<file path="src/rtl/factorizer_pkg.sv">
// Shared types and constants for the factorizer display path.
package factorizer_pkg;

  localparam int DATA_W = 8;
  localparam logic [6:0] SEG_BLANK = 7'h00;

  typedef enum logic [1:0] {
    COLLECT,
    SHOW_HI,
    SHOW_LO,
    GAP
  } state_t;

endpackage

</file>
<file path="src/rtl/hex_to_seg.sv">
// Hex nibble to active-high 7-segment pattern (bit0=a .. bit6=g).
module hex_to_seg (
  input  logic [3:0] nibble,
  output logic [6:0] segments
);

  always_comb begin
    segments = 7'h00;
    case (nibble)
      4'h0: segments = 7'h3F;
      4'h1: segments = 7'h06;
      4'h2: segments = 7'h5B;
      4'h3: segments = 7'h4F;
      4'h4: segments = 7'h66;
      4'h5: segments = 7'h6D;
      4'h6: segments = 7'h7D;
      4'h7: segments = 7'h07;
      4'h8: segments = 7'h7F;
      4'h9: segments = 7'h6F;
      4'hA: segments = 7'h77;
      4'hB: segments = 7'h7C;
      4'hC: segments = 7'h39;
      4'hD: segments = 7'h5E;
      4'hE: segments = 7'h79;
      4'hF: segments = 7'h71;
      default: segments = 7'h00;
    endcase
  end

endmodule

</file>
<file path="src/rtl/factor_display_seq.sv">
// Buffers one group of factors, then cycles them on a single hex digit:
// high nibble, low nibble (with dp), blank gap, one dwell period each.
module factor_display_seq #(
  parameter int MAX_COUNT = 10_000_000,
  parameter int DEPTH     = 4
) (
  input  logic       clk,
  input  logic       rst,
  input  logic       clear,
  input  logic       fac_valid,
  input  logic [7:0] fac_data,
  input  logic       fac_last,
  output logic       fac_ready,
  output logic [6:0] segments,
  output logic       dp,
  output logic       overflow
);
  import factorizer_pkg::*;

  localparam int CNT_W = (MAX_COUNT > 1) ? $clog2(MAX_COUNT) : 1;
  localparam int LEN_W = $clog2(DEPTH + 1);
  localparam int IDX_W = (DEPTH > 1) ? $clog2(DEPTH) : 1;
  localparam logic [CNT_W-1:0] CNT_LAST = CNT_W'(MAX_COUNT - 1);
  localparam logic [LEN_W-1:0] LEN_FULL = LEN_W'(DEPTH);

  state_t           state, state_n;
  logic [LEN_W-1:0] len, len_n;
  logic [IDX_W-1:0] idx, idx_n;
  logic [CNT_W-1:0] cnt, cnt_n;
  logic             ovf_n;
  logic             wr_en;
  logic [DATA_W-1:0] fac_buf [DEPTH];
  logic [3:0]       nibble;
  logic [6:0]       seg_dec;

  always_ff @(posedge clk or posedge rst) begin
    if (rst) begin
      state    <= COLLECT;
      len      <= '0;
      idx      <= '0;
      cnt      <= '0;
      overflow <= 1'b0;
    end else begin
      state    <= state_n;
      len      <= len_n;
      idx      <= idx_n;
      cnt      <= cnt_n;
      overflow <= ovf_n;
    end
  end

  // Buffer contents are only visible in display states, so no reset is needed.
  always_ff @(posedge clk) begin
    if (wr_en) fac_buf[len[IDX_W-1:0]] <= fac_data;
  end

  always_comb begin
    state_n   = state;
    len_n     = len;
    idx_n     = idx;
    cnt_n     = cnt;
    ovf_n     = overflow;
    wr_en     = 1'b0;
    fac_ready = (state == COLLECT) && !clear;

    if (clear) begin
      state_n = COLLECT;
      len_n   = '0;
      idx_n   = '0;
      cnt_n   = '0;
      ovf_n   = 1'b0;
    end else begin
      case (state)
        COLLECT: begin
          if (fac_valid) begin
            if (len < LEN_FULL) begin
              wr_en = 1'b1;
              len_n = len + LEN_W'(1);
            end else begin
              ovf_n = 1'b1;
            end
            if (fac_last) begin
              state_n = SHOW_HI;
              idx_n   = '0;
              cnt_n   = '0;
            end
          end
        end
        default: begin
          if (cnt == CNT_LAST) begin
            cnt_n = '0;
            case (state)
              SHOW_HI: state_n = SHOW_LO;
              SHOW_LO: state_n = GAP;
              default: begin
                state_n = SHOW_HI;
                idx_n   = (LEN_W'(idx) == len - LEN_W'(1)) ? '0 : idx + IDX_W'(1);
              end
            endcase
          end else begin
            cnt_n = cnt + CNT_W'(1);
          end
        end
      endcase
    end
  end

  always_comb begin
    nibble = (state == SHOW_HI) ? fac_buf[idx][7:4] : fac_buf[idx][3:0];
  end

  hex_to_seg u_hex_to_seg (
    .nibble   (nibble),
    .segments (seg_dec)
  );

  assign segments = (state == SHOW_HI || state == SHOW_LO) ? seg_dec : SEG_BLANK;
  assign dp       = (state == SHOW_LO);

endmodule

</file>
<file path="config.mk">
export PLATFORM = sky130hd
export DESIGN_NAME = factor_display_seq
export DESIGN_NICKNAME = d
export VERILOG_FILES = /design/src/rtl/factorizer_pkg.sv /design/src/rtl/hex_to_seg.sv /design/src/rtl/factor_display_seq.sv
export SDC_FILE = /design/constraint.sdc
export NUM_CORES = 1
export LEC_CHECK = 0
export CORE_MARGIN = 10
export CORE_UTILIZATION = 40
export CTS_CLUSTER_SIZE = 12
export DETAILED_ROUTE_END_ITERATION = 10
export GPL_ROUTABILITY_DRIVEN = 0
export GPL_TIMING_DRIVEN = 0
export SETUP_SLACK_MARGIN = 0.15
export SLEW_MARGIN = 20
export SYNTH_ARGS = -nofsm -noshare
export SYNTH_HDL_FRONTEND = slang
export SYNTH_SLANG_ARGS = --single-unit
</file>
<file path="constraint.sdc">
create_clock -name clk -period 2.76 [get_ports clk]
set_clock_uncertainty 0.1 [all_clocks]
set_input_delay 0.552 -clock clk [delete_from_list [all_inputs] [get_ports clk]]
set_output_delay 0.552 -clock clk [all_outputs]
set_load 0.005 [all_outputs]
</file>
==> summary.md, run 1 <==
| Metric | Value |
|---|---|
| Sequential area share after synthesis | 0.512 |
| WP data required | 2.11 ns |
| Row Count | 33 |
| Largest net degree at the start of global routing | 33 |
| Final setup vio count | 7 |
| Pre-antenna DRT Iters | 4 |
| Status | complete, but fails checks |
| Num CTS Buffers | 9 |
| Met1 usage | 0.171 |
| Leak | 1.70 nW |
| Mapped Cells | 289 |
| Synthesis-to-finish area growth | 26.5% |
| Synth unique cells | 53 |
| Gr busiest metal | met2 |
| Die H | between 100 and 150 um |
| Clock Tree Buf Depth | 2 |
| Avg Inst Size Synth | 11.9 um^2 |
| Post-Syn Nets | roughly 320 |
| Cell Pwr Density | roughly 840 mW/mm^2 |
| First-pass GRT wire length | 12,900 um |
| Dominant synthesized flop cell | edfxtp_1 |
| Hold Path Class | reg2reg |
| First DRT Iteration DRCs | 135 |
| Final Max Tran Viols | 0 |
| Slew headroom | 0.544 |
| Tcrit/Tclk final | 1.18 |
| Overall routed net length | between 7000 and 8000 um |
| Worst reg-to-reg setup slack | 0.38 ns |
| Hold Crit Endpoint | overflow |
| Met2 GRT Util | 0.180 |
| Hpwl dp | 5050 um |
| Worst r2r src | state[0] |
| Fin util | 0.524 |
| Met3 Use GR | 0.0296 |
| Die extent in x | 113 um |
| Synth warn | 0 |
| R2r worst-path depth | 9 |
| Hold_buf cts | 0 |
| Vias in the first global route | 2,484 |
| Max-Cap Viols | 0 |
| Count of clock tree sinks | 64 |
| Critical R2R Capture | state[1] |
| Clk root buf | clkbuf_8 |
| Setup crit start kind | flip-flop |
| Initial antenna violation count | 0 |
| Maximum clock frequency | 0.307 GHz |
| CP max FO | 5 |
| Ant diodes | 0 |
| Layout Cells excl Fill | 458 |
| Post-placement cell count | 415 |
| Worst-Skew Late Latency | 0.34 ns |
| Antenna Violating Nets Remaining | 0 |
| DRC viols | 0 |
| Drt wl/cell | approximately 17 um |
| Starting Density | 0.414 |
| Critical path arrival | 2.60 ns |
| Via count | ~2,500 |
| Fin crit period | about 3.3 ns |
| H-tree depth | 3 |
| Final nets | approximately 380 |
| Final setup margin | -0.494 ns |
| Number of synthesized flops with an enable pin | 32 |
| Hold depth | 2 |
| Total gr overflow | 0 |
| Seq cells post-synth | 64 |
| Setup CP Type | reg2out |
| Clock Pin Slew Worst Setup and Hold Paths | ~0.070 ns |
| Endpoint type of the worst setup path | primary output |
| CTS tree | done |
| Vias per cell | 5.50 |
| IO Pins | 23 |
| Die ar. | 0.0127 mm^2 |
| Worst VDD drop | 421 uV |
| Final Hold Viols | 0 |
| Post-synthesis cell area | 0.00344 mm^2 |
| Core area | 0.00830 mm^2 |
| Actual slew at the worst max-slew pin | 0.683 ns |
| Failing checks | setup timing |
| RSZ-0062 raised after global routing | yes |
| Total track usage | 0.123 |
| PortBufs | 21 |
| Layout cells sized above 1 | 0.286 |
| Post-synth ARST share | 0.500 |
| Hold path startpoint | overflow |
critical path: stages (launching register included):
cell and delay, ns:
dfrtp_1 0.40, inv_2 0.08, ha_4 0.13, buf_8 0.11, mux4_2 0.32, mux2i_4 0.20
inv_2 0.10, ha_4 0.18, inv_4 0.05, nor2_4 0.04, buf_6 0.11, a21o_1 0.16
a221oi_2 0.23, buf_2 0.15
layout by cell type (no fill, tap or decap), types with 8 or more instances in the layout:
cell | synthesis | routed
buf_4 | 0 | 19
edfxtp_1 | 32 | 32
nand3_1 | 13 | 13
and2_1 | 8 | 8
a31oi_1 | 11 | 11
nand2_1 | 22 | 21
inv_1 | 12 | 8
o21ai_0 | 10 | 10
buf_6 | 3 | 11
clkdlybuf4s50_1 | 0 | 13
nand4_1 | 9 | 9
a21oi_1 | 15 | 14
buf_2 | 6 | 13
clkbuf_8 | 0 | 9
dfrtp_1 | 32 | 32
nor2_1 | 14 | 14
worst max-delay path by stage:
stage,end,startpoint
floorplan,segments[4],state[1]
global placement,segments[3],state[1]
detailed placement,segments[3],state[1]
CTS,segments[1],state[1]
global route,segments[4],idx[0]
finish,segments[4],state[1]
per-stage QoR:
step | area [um^2] | setup TNS, ns | total power (W) | hold slack (ns) | setup slack, ns
4_1_cts | 4240 | -3.22 | 0.00350 | 0.416 | -0.538
2_1_floorplan | 3460 | 0 | 0.00198 | 0.373 | 0.0611
6_report | 4350 | -2.99 | 0.00364 | 0.412 | -0.494
3_3_place_gp | 3800 | -4.03 | 0.00242 | 0.395 | -0.679
5_1_grt | 4350 | -3.98 | 0.00388 | 0.440 | -0.667
3_5_place_dp | 3800 | -4.14 | 0.00244 | 0.394 | -0.708
sequential cells by signal (all words and copies together), names as in the netlist:
| signal | count |
|---|---|
| idx | 2 |
| cnt | 24 |
| overflow | 1 |
| state | 2 |
| len | 3 |
| fac_buf | 32 |
synth_stat cells, drive strengths merged (6+ instances only):
library cell	number	area [um^2]
a21oi	16	83.8
nor2	15	58.8
nand2	22	82.6
mux4	8	191
and2	8	50.1
mux2i	9	128
nand4	9	56.3
xor2	6	52.6
nand2b	6	37.5
buf	9	63.8
a31oi	11	68.8
nand3	13	65.1
inv	13	48.8
o21ai	10	50.1
edfxtp	32	961
dfrtp	32	801
ha	14	175
nor3	6	35.0
metal layers:
layer | vias up | wire length [um]
li1 | 1211 | -
met1 | 1242 | 3690
met2 | 55 | 3560
met3 | 12 | 316
met4 | 0 | 125
met5 | - | 0
where the power goes:
group          switching [W]  internal [W]  leakage [nW]
clock network       0.000377      0.000508         0.103
registers          0.0000526       0.00108         0.732
logic               0.000830      0.000790         0.867
area by class of cell:
type                            count  area, um^2
Fill cell                         712        3950
Sequential cell                    64        1760
Multi-Input combinational cell    198        1680
Timing Repair Buffer               48         410
Tap cell                          105         131
Clock buffer                        9         124
Clock inverter                      7        96.3
Buffer                             14        93.8
Inverter                           13        51.3
logic make-up after synthesis:
group | synth area share
and+or+nand+nor | 0.159
buffers and inverters | 0.0382
AOI/OAI and AO/OA | 0.117
adders and majority gates | 0.0509
xor gates and xnor gates | 0.0229
DFF | 0.512
muxes | 0.0993
repair_timing:
action / 4_1_cts / 5_1_grt
gates cloned: 0 / 0
setup buffers: 21 / 6
pin swaps: 8 / 9
endpoints found under the setup margin: 7 / 8
resized for setup: 50 / 13
Note: power is estimated with default switching activity, not from simulation.
==> inputs of run 2 (changes only) <==
--- a/config.mk
+++ b/config.mk
@@ -9,7 +9,6 @@
 export CORE_UTILIZATION = 40
 export CTS_CLUSTER_SIZE = 12
 export DETAILED_ROUTE_END_ITERATION = 10
-export GPL_ROUTABILITY_DRIVEN = 0
 export GPL_TIMING_DRIVEN = 0
 export SETUP_SLACK_MARGIN = 0.15
 export SLEW_MARGIN = 20
==> results of run 2 <==
The final DEF is identical to that of run 1; final timing and power are the same.
==> inputs of run 3 (changes only) <==
--- a/config.mk
+++ b/config.mk
@@ -9,6 +9,7 @@
 export CORE_UTILIZATION = 40
 export CTS_CLUSTER_SIZE = 12
 export DETAILED_ROUTE_END_ITERATION = 10
+export DONT_BUFFER_PORTS = 1
 export GPL_TIMING_DRIVEN = 0
 export SETUP_SLACK_MARGIN = 0.15
 export SLEW_MARGIN = 20
==> run 3 against run 2 <==
Compared with the run above:
- the flow still finishes with violations (setup timing)
- routed wire length rose by 0.75%
- design area fell by 4.1%
- clock-buffer cell count did not move
- via count fell by 3.9%
- first-iteration DRC count rose by 48%
- clock power rose by 2.9%
==> summary.md, run 3 (synthesized netlist as in run 1, its figures left out) <==
| Metric | Value |
|---|---|
| Worst VDD drop | 408 uV (-3.0%) |
| Final nets | 352 (-6.1%) |
| Clock Pin Slew Worst Setup and Hold Paths | 0.08 ns (about the same) |
| Status | complete, but fails checks |
| Hold Path Class | in2async |
| Total power draw | 0.00353 W (-3.0%) |
| Hold_buf cts | 0 (unchanged) |
| Pre-antenna DRT Iters | 4 (unchanged) |
| Setup CP Type | reg2out |
| RSZ-0062 raised after global routing | yes |
| Most frequent cells in the layout | dfrtp_1, edfxtp_1, nand2_1, buf_4 |
| Overall routed net length | 7750 um (+0.75%) |
| CP max FO | 7 (+2) |
| H-tree depth | 3 (unchanged) |
| First-pass GRT wire length | 12,700 um (-1.9%) |
| Synthesis-to-finish area growth | 21.4% |
| Die ar. | 0.0127 mm^2 (unchanged) |
| First DRT Iteration DRCs | 200 (+48%) |
| Actual slew at the worst max-slew pin | 0.703 ns (+0.0203 ns) |
| Final setup vio count | 7 (unchanged) |
| Maximum clock frequency | 0.319 GHz (+3.9%) |
| Failing checks | setup timing |
| Core area | 0.00830 mm^2 (unchanged) |
| IO Pins | 23 (unchanged) |
| Max reg flops | 32 (unchanged) |
| Via count | 2,422 (-3.9%) |
| Critical path arrival | 2.48 ns (-0.12 ns) |
| Count of clock tree sinks | 64 (unchanged) |
| Die H | 113 um (unchanged) |
| Tcrit/Tclk final | 1.13 (-0.0447) |
| PortBufs | 0 (-100%) |
| Slew headroom | 0.531 (-0.0136) |
| Largest net degree at the start of global routing | 33 (unchanged) |
| Max-Cap Viols | 0 (unchanged) |
| Fin crit period | 3.13 ns (-0.123 ns) |
| Vias in the first global route | 2,435 (-2.0%) |
| Leak | 1.60 nW (-6.2%) |
| Starting Density | 0.414 (unchanged) |
| Initial antenna violation count | 0 (unchanged) |
| Vias per cell | 5.57 (+1.2%) |
| Endpoint type of the worst setup path | primary output |
| DRC viols | 0 (unchanged) |
| CTS tree | done |
| Clk root buf | clkbuf_8 |
| Cell Pwr Density | 846 mW/mm^2 (+1.1%) |
| Num CTS Buffers | 9 (unchanged) |
| Die extent in x | 113 um (unchanged) |
| Pre-CTS setup slack | -0.264 ns (+0.443 ns) |
| Gpl congestion | 0.775 |
| Clock Tree Buf Depth | 2 (unchanged) |
| Final standard cell area without fillers | 0.00417 mm^2 (-4.1%) |
| Layout Cells excl Fill | 435 (-5.0%) |
| Total track usage | 0.123 (+0.000218) |
| Setup crit start kind | flip-flop |
| Total gr overflow | 0 (unchanged) |
| Final Hold Viols | 0 (unchanged) |
| Post-placement cell count | 394 (-5.1%) |
| WP data required | 2.11 ns (about the same) |
| Ant diodes | 0 (unchanged) |
| Final setup margin | -0.371 ns (+0.123 ns) |
| Antenna Violating Nets Remaining | 0 (unchanged) |
| Worst-Skew Late Latency | 0.35 ns (about the same) |
| Layout cells sized above 1 | 0.291 (+0.00479) |
| Row Count | 33 (unchanged) |
| Placed cell area | 0.00359 mm^2 (-5.5%) |
| Drt wl/cell | 17.8 um (+6.1%) |
| Hpwl dp | 5010 um (-0.82%) |
| Final Max Tran Viols | 0 (unchanged) |
-- run 3: stage by stage --
step | hold WS [ns] | setup TNS (ns) | util
floorplan | 0.373 | 0 | -
global placement | 0.413 | -0.892 | 0.433
detailed placement | 0.414 | -1.07 | 0.433
CTS | 0.0943 | -2.40 | 0.492
global route | 0.114 | -3.08 | 0.503
finish | 0.0924 | -2.20 | 0.503
-- run 3: critical path, cell delays in order (launching register included) --
cell,delay (ns)
dfrtp_1,0.38
buf_8,0.14
mux4_2,0.52
mux2i_4,0.25
buf_6,0.16
buf_6,0.10
ha_4,0.19
mux2i_1,0.13
nor2_1,0.07
nor3_2,0.18
-- run 3: final cells by class --
class,instances,area (um^2)
fill,725,4130
sequential,64,1760
multi-input combinational,198,1700
timing repair buffer,25,210
tap,105,131
clock buffer,9,124
clock inverter,7,103
buffer,14,98.8
inverter,13,48.8
-- run 3: report_power, final --
part	switching (W)	total, W	internal, W
Clock	0.000394	0.000911	0.000517
Sequential	0.0000511	0.00113	0.00108
Combinational	0.000817	0.00149	0.000671
Total	0.00126	0.00353	0.00227
-- run 3: final timing paths --
check	start	end	slack (ns)	cells past startpoint
min in group clk	fac_data[2]	fac_buf[1][2]	0.19	0
max in group asynchronous	rst	len[1]	2.00	1
min	rst	cnt[4]	0.09	1
max reg2reg	state[0]	idx[0]	0.35	8
max	idx[0]	segments[1]	-0.37	9
min reg2reg	cnt[21]	cnt[21]	0.43	1
-- run 3: timing repair --
item	CTS	global route
pin swaps	5	7
setup endpoints to repair	7	20
buffers inserted	19	6
gates resized for setup	28	7
cloned	0	0
-- run 3: per-layer routing --
metal | share of wire | vias up | track usage
met5 | 0 | - | 0
met4 | 0.024 | 0 | 0.0694
met3 | 0.038 | 12 | 0.0269
met2 | 0.45 | 50 | 0.178
met1 | 0.49 | 1196 | 0.167
li1 | - | 1164 | -
